### src/rtl/dmem_arb_pkg.sv
// Shared definitions for the two-port data-memory arbiter.
// Holds the FSM state encoding, port identifiers and default widths.
package dmem_arb_pkg;

    localparam int ADDR_W_DEF = 16;
    localparam int DATA_W_DEF = 16;

    // Port identifiers as carried in the latched grant id
    localparam logic PORT_CPU = 1'b0;
    localparam logic PORT_DBG = 1'b1;

    // Sequencer states; the enum documents the encoding, the FSM uses the constants
    typedef enum logic [1:0] {
        IDLE  = 2'd0,
        ISSUE = 2'd1,
        DONE  = 2'd2
    } state_e;

    localparam logic [1:0] ST_IDLE  = 2'd0;
    localparam logic [1:0] ST_ISSUE = 2'd1;
    localparam logic [1:0] ST_DONE  = 2'd2;

    // A word access starting on an odd byte address
    function automatic logic is_misaligned(input logic byte_acc, input logic addr_lsb);
        return ~byte_acc & addr_lsb;
    endfunction

endpackage

### src/rtl/rr_arb2.sv
// Two-way round-robin picker. On a tie the port that did not win last time
// is chosen; a single requester always wins. The pointer moves on update.
module rr_arb2
    import dmem_arb_pkg::*;
(
    input  logic       clk,
    input  logic       rst,
    input  logic [1:0] req,
    input  logic       update,
    output logic       grant,
    output logic       valid
);

    logic last_grant_reg;

    // Pick a winner from the current requests and the last grant
    always_comb begin
        valid = |req;
        if (req == 2'b11) begin
            grant = ~last_grant_reg;
        end else begin
            grant = req[1];
        end
    end

    // Remember who won; reset favours port 0 on the first tie
    always_ff @(posedge clk) begin
        if (rst) begin
            last_grant_reg <= PORT_DBG;
        end else if (update && valid) begin
            last_grant_reg <= grant;
        end
    end

endmodule

### src/rtl/dmem_arbiter.sv
// Two-port arbiter and sequencer in front of the 512x8 data memory.
// Port 0 is the CPU load/store stage, port 1 the debug/DMA loader.
// Each access: IDLE (arbitrate, latch) -> ISSUE (drive memory) -> DONE (ack).
// Optional feature macro: DMEM_ARB_ALIGN_CHECK_EN rejects odd word accesses
// with an error ack and no memory strobes.
module dmem_arbiter
    import dmem_arb_pkg::*;
#(
    parameter int ADDR_W = ADDR_W_DEF,
    parameter int DATA_W = DATA_W_DEF
) (
    input  logic              clk,
    input  logic              rst,

    input  logic              p0_req,
    input  logic              p0_we,
    input  logic              p0_byte,
    input  logic [ADDR_W-1:0] p0_addr,
    input  logic [DATA_W-1:0] p0_wdata,
    output logic              p0_ack,
    output logic [DATA_W-1:0] p0_rdata,
    output logic              p0_err,

    input  logic              p1_req,
    input  logic              p1_we,
    input  logic              p1_byte,
    input  logic [ADDR_W-1:0] p1_addr,
    input  logic [DATA_W-1:0] p1_wdata,
    output logic              p1_ack,
    output logic [DATA_W-1:0] p1_rdata,
    output logic              p1_err,

    output logic              mem_enable,
    output logic [ADDR_W-1:0] mem_addr,
    output logic [DATA_W-1:0] mem_wdata,
    output logic              mem_write,
    output logic              mem_read,
    output logic              mem_byte,
    input  logic [DATA_W-1:0] mem_rdata
);

    logic [1:0]        state_reg;
    logic [1:0]        state_next;

    logic              id_reg;
    logic              we_reg;
    logic              byte_reg;
    logic [ADDR_W-1:0] addr_reg;
    logic [DATA_W-1:0] wdata_reg;
    logic              err_reg;

    logic [1:0]        req_vec;
    logic              grant;
    logic              grant_valid;
    logic              arb_update;

    logic              sel_we;
    logic              sel_byte;
    logic [ADDR_W-1:0] sel_addr;
    logic [DATA_W-1:0] sel_wdata;
    logic              sel_err;

    logic              issue;
    logic              done_ok;
    logic [1:0]        ack_vec;
    logic [DATA_W-1:0] rdata_vec      [2];
    logic [DATA_W-1:0] rdata_hold_reg [2];

    assign req_vec    = {p1_req, p0_req};
    assign arb_update = (state_reg == ST_IDLE) && grant_valid;

    rr_arb2 u_rr_arb2 (
        .clk    (clk),
        .rst    (rst),
        .req    (req_vec),
        .update (arb_update),
        .grant  (grant),
        .valid  (grant_valid)
    );

    // Route the winning port's request fields toward the latch
    always_comb begin
        sel_we    = grant ? p1_we    : p0_we;
        sel_byte  = grant ? p1_byte  : p0_byte;
        sel_addr  = grant ? p1_addr  : p0_addr;
        sel_wdata = grant ? p1_wdata : p0_wdata;
`ifdef DMEM_ARB_ALIGN_CHECK_EN
        sel_err   = is_misaligned(sel_byte, sel_addr[0]);
`else
        sel_err   = 1'b0;
`endif
    end

    // Sequencer next state; a rejected access skips the memory cycle
    always_comb begin
        state_next = state_reg;
        case (state_reg)
            ST_IDLE: begin
                if (grant_valid) begin
                    state_next = sel_err ? ST_DONE : ST_ISSUE;
                end
            end
            ST_ISSUE: state_next = ST_DONE;
            ST_DONE:  state_next = ST_IDLE;
            default:  state_next = ST_IDLE;
        endcase
    end

    // State register and request latch, captured only on a grant
    always_ff @(posedge clk) begin
        if (rst) begin
            state_reg <= ST_IDLE;
            id_reg    <= PORT_CPU;
            we_reg    <= 1'b0;
            byte_reg  <= 1'b0;
            addr_reg  <= '0;
            wdata_reg <= '0;
            err_reg   <= 1'b0;
        end else begin
            state_reg <= state_next;
            if (arb_update) begin
                id_reg    <= grant;
                we_reg    <= sel_we;
                byte_reg  <= sel_byte;
                addr_reg  <= sel_addr;
                wdata_reg <= sel_wdata;
                err_reg   <= sel_err;
            end
        end
    end

    // Memory strobes are live only in ISSUE, even if reset lands on that cycle
    assign issue      = (state_reg == ST_ISSUE);
    assign mem_enable = issue;
    assign mem_write  = issue & we_reg;
    assign mem_read   = issue & ~we_reg;
    assign mem_byte   = issue & byte_reg;
    assign mem_addr   = issue ? addr_reg  : '0;
    assign mem_wdata  = issue ? wdata_reg : '0;

    // An in-flight request hit by reset never sees its ack
    assign done_ok = (state_reg == ST_DONE) && !rst;

    genvar gi;
    generate
        for (gi = 0; gi < 2; gi++) begin : g_port
            logic load;
            assign ack_vec[gi]   = done_ok && (id_reg == 1'(gi));
            assign load          = ack_vec[gi] && !we_reg && !err_reg;
            // Read data goes straight through with the ack, then is held
            assign rdata_vec[gi] = load ? mem_rdata : rdata_hold_reg[gi];

            // Keep the last returned word visible between acks
            always_ff @(posedge clk) begin
                if (rst) begin
                    rdata_hold_reg[gi] <= '0;
                end else if (load) begin
                    rdata_hold_reg[gi] <= mem_rdata;
                end
            end
        end
    endgenerate

    assign p0_ack   = ack_vec[0];
    assign p1_ack   = ack_vec[1];
    assign p0_rdata = rdata_vec[0];
    assign p1_rdata = rdata_vec[1];

`ifdef DMEM_ARB_ALIGN_CHECK_EN
    assign p0_err = ack_vec[0] & err_reg;
    assign p1_err = ack_vec[1] & err_reg;
`else
    assign p0_err = 1'b0;
    assign p1_err = 1'b0;
`endif

endmodule

### config.mk
export PLATFORM = sky130hd
export DESIGN_NAME = dmem_arbiter
export DESIGN_NICKNAME = d
export VERILOG_FILES = /design/src/rtl/dmem_arb_pkg.sv /design/src/rtl/rr_arb2.sv /design/src/rtl/dmem_arbiter.sv
export SDC_FILE = /design/constraint.sdc
export NUM_CORES = 1
export LEC_CHECK = 0
export ABC_AREA = 1
export BUFFER_PORTS_ARGS = -buffer_cell sky130_fd_sc_hd__buf_2
export CORE_MARGIN = 4
export CORE_UTILIZATION = 53
export CTS_CLUSTER_DIAMETER = 150
export DETAILED_ROUTE_END_ITERATION = 7
export PLACE_DENSITY_LB_ADDON = 0.3
export SKIP_CTS_REPAIR_TIMING = 1
export SLEW_MARGIN = 10
export SYNTH_ARGS = -nofsm -noshare
export SYNTH_HDL_FRONTEND = slang
export SYNTH_SLANG_ARGS = --single-unit
### constraint.sdc
create_clock -name clk -period 4.2 [get_ports clk]
set_input_delay 0.84 -clock clk [delete_from_list [all_inputs] [get_ports clk]]
set_output_delay 0.84 -clock clk [all_outputs]
set_load 0.05 [all_outputs]
## After elaboration in Yosys (flattened, before gate mapping)

Memories as Yosys holds them, arrays and structs flattened.
Index checks and enable logic that the tools add are counted.
Widths: inputs -> output; s select.

| operators by class | value |
|---|---|
| equal/unequal tests | 4 |
| mux-type cells | 21 |
| bitwise gates (word level) | 8 |
| reductions and logical operators | 11 |

Operators by type and width:

| kind | number |
|---|---|
| $mux 16 | 8 |
| $mux 1 | 11 |
| $logic_and 1x1->1 | 7 |
| $eq 2x2->1 const B | 2 |
| $pmux 2 s2 | 1 |
| $and 1x1->1 | 3 |
| $not 1->1 | 3 |
| $eq 2x1->1 const B | 1 |
| $logic_not 1->1 | 2 |
| $logic_not 2->1 | 1 |
| $mux 2 | 1 |
| $ne 2x2->1 const B | 1 |
| $or 1x1->1 | 2 |
| $reduce_or 2->1 | 1 |

| word-level totals | value |
|---|---|
| bits in registers | 38 |
| bits in writable memories | 32 |
| input port bits | 88 |
| output and inout port bits | 72 |
| word-level logic and storage cells | 52 |
| memories kept | 1 |

Memory list:

| name | words | bits a word | read ports | clocked after memory_dff | wr ports | RTL line | RTL |
|---|---|---|---|---|---|---|---|
| rdata_hold_reg | 2 | 16 | 2 | 0 | 2 | dmem_arbiter.sv:67 | `logic [DATA_W-1:0] rdata_hold_reg [2];` |

## Longest topological paths before layout

Gate-level depths: netlist (run 1).

| depth | value |
|---|---|
| depth in word-level cells | 8 |
| gate-level depth with buffers | 8 |
| depth with buffers taken out | 6 |

## Modules after synthesis

Synthesis (run 1) repeated with hierarchy kept, for this count alone.

| unflattened totals | value |
|---|---|
| cells, all modules | 538 |
| area, all modules | 3,824.9 um^2 |

By module, submodules not included:

| module | times used | cells each | area an instance (um^2) |
|---|---|---|---|
| dmem_arbiter | 1 | 529 | 3,764.9 |
| rr_arb2 | 1 | 9 | 60.1 |

## Worst setup path after synthesis (run 1)

Ideal clock, no wire load.

| path | value |
|---|---|
| kind | register -> output |
| start | reg state_reg[0] |
| end | out mem_addr[0] |
| arrival | 2,128 ps |
| slack | 1,232 ps |
| stages on the path, launching flop included | 6 |
| path buffers | 1 |
| cells stage by stage | dfxtp_1 > inv_2 > nor2_1 > inv_2 > buf_2 > nor2_1 |

| on the way | value |
|---|---|
| word-level cells in the longest chain between the ends | 2 |

Ends and longest elaborated chain:

| item | RTL line | RTL |
|---|---|---|
| from (decl) | dmem_arbiter.sv:42 | `logic [1:0] state_reg;` |
| from (signal assigned) | dmem_arbiter.sv:120 | `state_reg <= state_next;` |
| $eq 2x1->1 | dmem_arbiter.sv:133 | `assign issue = (state_reg == ST_ISSUE);` |
| named net mem_enable | dmem_arbiter.sv:33 | `output logic mem_enable,` |
| $mux 16 | dmem_arbiter.sv:138 | `assign mem_addr = issue ? addr_reg : '0;` |
| to (decl) | dmem_arbiter.sv:34 | `output logic [ADDR_W-1:0] mem_addr,` |

The timed path passes the listed nets, and every way through them passes these cells.

## Worst setup path after layout (run 1)

| path | value |
|---|---|
| start | in rst |
| end | out p0_rdata[1] |

| on the way | value |
|---|---|
| word-level cells in the longest chain between the ends | 5 |

Ends and longest elaborated chain:

| item | RTL line | RTL |
|---|---|---|
| from (decl) | dmem_arbiter.sv:13 | `input logic rst,` |
| $logic_not 1->1 | dmem_arbiter.sv:142 | `assign done_ok = (state_reg == ST_DONE) && !rst;` |
| $logic_and 1x1->1 | dmem_arbiter.sv:142 |  |
| $logic_and 1x1->1 | dmem_arbiter.sv:148 | `assign ack_vec[gi] = done_ok && (id_reg == 1'(gi));` |
| $logic_and 1x1->1 | dmem_arbiter.sv:149 | `assign load = ack_vec[gi] && !we_reg && !err_reg;` |
| $mux 16 | dmem_arbiter.sv:151 | `assign rdata_vec[gi] = load ? mem_rdata : rdata_hold_reg[gi];` |
| to (decl) | dmem_arbiter.sv:21 | `output logic [DATA_W-1:0] p0_rdata,` |

No other way between the ends.

==> results of run 1 <==
[tightest hold or removal path, cell delays in order (launching register included)]
cell and delay (ps):
dfxtp_1 300, inv_1 60, nand2_1 50, nand2_1 50, nor2_1 40
[metal layers]
layer | vias up | track usage, %
met1 | 1745 | 25.67
met2 | 160 | 37.64
met3 | 10 | 4.420
li1 | 2069 | -
met4 | 0 | 6.635
met5 | - | 0
[power groups by stage]
stage / registers (mW) / clock network (mW) / logic (mW)
final: 0.783 / 0.597 / 0.478
after global routing: 0.788 / 0.641 / 0.531
after CTS: 0.784 / 0.609 / 0.480
after detailed placement: 0.799 / 0 / 0.479
after global placement: 0.796 / 0 / 0.469
after floorplan: 0.794 / 0 / 0.384
[path summary, 6_finish.rpt]
check / startpoint / end / slack (ps) / cells after the start
min: byte_reg / byte_reg / 530 / 4
max: rst / p0_rdata[1] / 1070 / 6
min reg2reg: byte_reg / byte_reg / 530 / 4
max reg2reg: we_reg / rdata_hold_reg[1][14] / 1860 / 3
[area by class of cell]
class                           count  area (um^2)
Clock buffer                       11        141.4
Clock inverter                      5        82.58
Fill cell                         661         2427
Inverter                           74        277.8
Multi-Input combinational cell    396         1787
Sequential cell                    70         1722
Tap cell                           99        123.9
Timing Repair Buffer              160        808.3
[stage by stage]
stage               utilization, %  cell area, um^2  power, mW
finish                       67.06             4942      1.859
global route                 67.06             4942      1.960
CTS                          67.06             4942      1.873
detailed placement           64.02             4718      1.278
global placement             64.02             4718      1.266
floorplan                        -             4066      1.178
[cells in the final DEF (no fill, tap or decap)]
cell type	count
clkbuf_8	10
clkinv_1	1
clkinv_2	1
nand4_1	32
nand3_1	35
nand2_1	174
conb_1	2
inv_2	4
nand2_2	2
a21boi_0	15
buf_2	157
nor2_1	111
a21oi_1	1
dfxtp_1	38
nand3_4	1
clkinv_4	2
a21oi_2	1
inv_1	69
buf_4	3
nand4_2	1
clkbuf_1	1
edfxtp_1	32
nor2_4	2
bufinv_16	2
a21boi_1	19
[Yosys cell counts, drive strengths merged]
cell type	n	area (um^2)
dfxtp	38	760.7
inv	73	274.0
nand2	176	663.1
nor2	113	439.2
edfxtp	32	960.9
clkinv	1	3.750
nand4	33	212.7
clkbuf	9	33.78
buf	32	249.0
conb	1	3.750
a21boi	34	255.3
a21oi	2	13.76
nand3	36	192.7
[cell families after synthesis]
group,after synthesis
simple gates,358
compound gates,36
buf+inv,115
flops,70
other cells,1
==> results_dict.tcl, run 1 <==
set metrics [dict create \
    ant_nets 0 \
    start_kind "input port" \
    relSlewSlack_pct 28.47 \
    gp_congestion 0.8158 \
    final_layout_size_suffix_gt1_share_pct 25.98 \
    antennaDiodeCount 0 \
    slew_viol_final 0 \
    timing.setup.tns_ps 0 \
    post-route-min-period_ps 3126 \
    hold_viol_final 0 \
    cp_num_buf_inv 2 \
    cts.path.max_buffers 2 \
    num_vias 3984 \
    wl_met3_um 812 \
    hpwlAfterDp_um 7089 \
    yosys.area_share.adder_pct 0 \
    cts.clk_slew.worst_paths_ps 70 \
    grt_first_pass_wirelength_um 15480 \
    hold_ws_ps 526.5 \
    top_layer "met4" \
    synth.area.mux_share_pct 0 \
    tightest_slew_ps 1069 \
    synth_compound_area_share_pct 6.621 \
    drc 0 \
    power_density_nw_per_um2 376.1 \
    maxCapViolCount 0 \
    p_sw_uw 606.6 \
    num_rows 31 \
    ys_warn_count 0 \
    setup_slack_ps 1074 \
    wl_met1_um 4265 \
    start_util_pct 55.13 \
    antenna_found_initial 0 \
    rsz0062_at_grt "false" \
    post-place-ws_ps 1069 \
    placed_cells 799 \
    cts_root_buf "clkbuf_8" \
    cp-end-kind "output port" \
    final-instance-count-excl-fill 815 \
    finalSetupViolCount 0 \
    synth_xor_area_share_pct 0 \
    crit_family "simple AND/OR/NAND/NOR gates" \
    largest_reg_flops 32 \
    cp_slowest_cell "nor2_4" \
    viasPerCell 4.888 \
    ys_types 22 \
    synth_top_family_by_area "simple AND/OR/NAND/NOR gates" \
    cts_tree "built" \
    syn_area_um2 4063 \
    leakagePower_nw 2.885 \
    syn_avg_cell_area_um2 7.005 \
    drt_iter0_drc 174 \
    seq_power_share_pct 42.2 \
    peakVddDrop_mv 0.1863 \
    clockPowerShare_pct 32.1 \
    skew_ps 9.695 \
    crit_path_cell_trace "buf_2 > nor2_4 > nand3_4 > nand2_1 > nand2_1 > buf_2" \
    p_int_mw 1.252 \
    insertion_delay_ps 330 \
    syn_to_final_growth_pct 21.65 \
    gr-total-overflow 0 \
    htree_levels 3 \
    track_usage_pct 21.24 \
    die_w_um 95.55 \
    io_buffers 157 \
    syn-instance-count 580 \
    crit_required_ps 3360 \
    core_area_um2 7370 \
    wire_per_inst_um 12.08 \
    drtPass1Iterations 5 \
    finalWirelength_um 9849 \
    status "finished, final reports clean" \
    grt_pass1_vias 3599 \
    nets 799 \
    ys_seq_area_share_pct 42.38 \
    fin_crit_sh_pct 74.42 \
    design.portCount 160 \
    wl_met2_um 4667 \
    die_area_um2 9130 \
    numCtsBuffers 9 \
    cp.arrival_ps 2290 \
    cpPeakStageDelay_ps 550 \
    power_frac_comb_pct 25.7 \
    fmax_mhz 319.9 \
    swShare_pct 32.64 \
    cp_max_fo 34 \
    die_height_um 95.55 \
    cts.sinks 70 \
    grt_max_degree 69 \
    synthSimpleGateAreaFrac_pct 37.11 \
    ys_ff_latch 70 \
    critPathKind "input port to output port" \
    hp-class "register to register" \
]
Note: power is estimated with default switching activity, not from simulation.
==> inputs of run 2 (changes only) <==
Settings changed: CORE_UTILIZATION 53 to 49.
Clock period 4.2 ns to 3 ns, I/O delays scaled along.
==> results_dict.tcl, run 2 (synthesized netlist as in run 1, its figures left out) <==
set metrics [dict create \
    status "finished, final reports clean" \
    relSlewSlack_pct 50.39 \
    insertion_delay_ps 340 \
    io_buffers 157 \
    viasPerCell 4.829 \
    r2r_slack_ps 700 \
    gr-total-overflow 0 \
    cts_tree "built" \
    num_rows 32 \
    cp.arrival_ps 2070 \
    rr_endpoint "rdata_hold_reg[1][14]" \
    die_w_um 99.06 \
    final_cell_mix "nand2_1 (174), buf_2 (157), nor2_1 (111)" \
    gp_congestion 0.8180 \
    antennaDiodeCount 0 \
    crit_required_ps 2400 \
    finalSetupViolCount 0 \
    wire_per_inst_um 12.01 \
    cp-end-kind "output port" \
    largest_reg_flops 32 \
    worstSetupStartpoint "we_reg" \
    grt_first_pass_wirelength_um 16050 \
    whs_path_depth 2 \
    final_layout_size_suffix_gt1_share_pct 26.29 \
    drt_iter0_drc 137 \
    tightest_slew_ps 742.4 \
    antenna_found_initial 1 \
    power_density_nw_per_um2 516.8 \
    numCtsBuffers 9 \
    ant_nets 0 \
    path_common_cell "nand2_1" \
    holdPathEnd "id_reg" \
    post-route-min-period_ps 2668 \
    drc 0 \
    grt_max_degree 69 \
    post-place-ws_ps 581.2 \
    leakagePower_nw 2.891 \
    hp-class "input port to register" \
    core_area_um2 7888 \
    setup_slack_ps 331.8 \
    fin_crit_sh_pct 88.94 \
    cp_num_buf_inv 2 \
    cts.clk_slew.worst_paths_ps 70 \
    crit_family "simple AND/OR/NAND/NOR gates" \
    grt_pass1_vias 3615 \
    timing.setup.tns_ps 0 \
    start_kind "register" \
    syn_to_final_growth_pct 21.93 \
    cts.path.max_buffers 2 \
    htree_levels 3 \
    rsz0062_at_grt "false" \
    cts_root_buf "clkbuf_8" \
    r2r_start "we_reg" \
    final_common_cell "nand2_1" \
    die_area_um2 9812 \
    crit_path_cell_trace "inv_2 > nand4_2 > nand2_1 > nand2_1 > buf_2" \
    slew_viol_final 0 \
    drtPass1Iterations 4 \
    p_total_mw 2.560 \
    peakVddDrop_mv 0.2322 \
    nets 802 \
    maxCapViolCount 0 \
    critPathKind "register to output port" \
    cp_max_fo 36 \
    finalWirelength_um 9857 \
    skew_ps 8.471 \
    hold_viol_final 0 \
    design.portCount 160 \
    track_usage_pct 19.78 \
    fillerInstances 743 \
    worst_r2r_path_depth 3 \
    die_height_um 99.06 \
    hp-start "rst" \
    cpPeakStageDelay_ps 510 \
    hpwlAfterDp_um 7332 \
    cp_slowest_cell "nand4_2" \
    fmax_mhz 374.8 \
    cts.sinks 70 \
    num_vias 3965 \
    start_util_pct 51.51 \
]
[run 2: area by class of cell]
cell class	instances	area (um^2)	share of cell area, %
Timing Repair Buffer	163	830.8	16.77
Inverter	74	277.8	5.607
Tap cell	102	127.6	2.576
Multi-Input combinational cell	396	1787	36.07
Sequential cell	70	1722	34.76
Clock inverter	5	56.30	1.137
Clock buffer	11	152.6	3.082
[run 2: worst max path at each step]
stage	end	slack [ps]	cells after the start
5_1_grt	p1_rdata[3]	110	5
3_5_place_dp	p0_rdata[9]	580	7
3_3_place_gp	p0_rdata[2]	660	7
6_report	p1_rdata[4]	330	5
4_1_cts	p1_rdata[4]	320	5
2_1_floorplan	mem_addr[0]	270	5
[run 2: metrics by stage]
stage | area, um^2 | hold WS, ps | util (%) | instances
global placement | 4745 | 493.1 | 60.15 | 805
detailed placement | 4745 | 505.2 | 60.15 | 805
floorplan | 4066 | 463.8 | - | 581
finish | 4954 | 497.8 | 62.80 | 821
CTS | 4954 | 486.4 | 62.80 | 821
global route | 4954 | 495.9 | 62.80 | 821
[run 2: power by group]
group / switching, mW / total [mW] / leakage (nW) / internal, mW
registers: 0.0220 / 1.10 / 0.647 / 1.07
logic: 0.481 / 0.670 / 2.14 / 0.189
clock network: 0.361 / 0.794 / 0.104 / 0.433
[run 2: per-layer routing]
layer	vias up	GRT usage, %	share of wire [%]	routed length, um
met3	19	4.459	7.4	734
li1	2071	-	-	-
met4	2	7.353	1.9	183
met2	141	31.92	45	4447
met5	-	0	0.12	12
met1	1732	25.91	45	4479
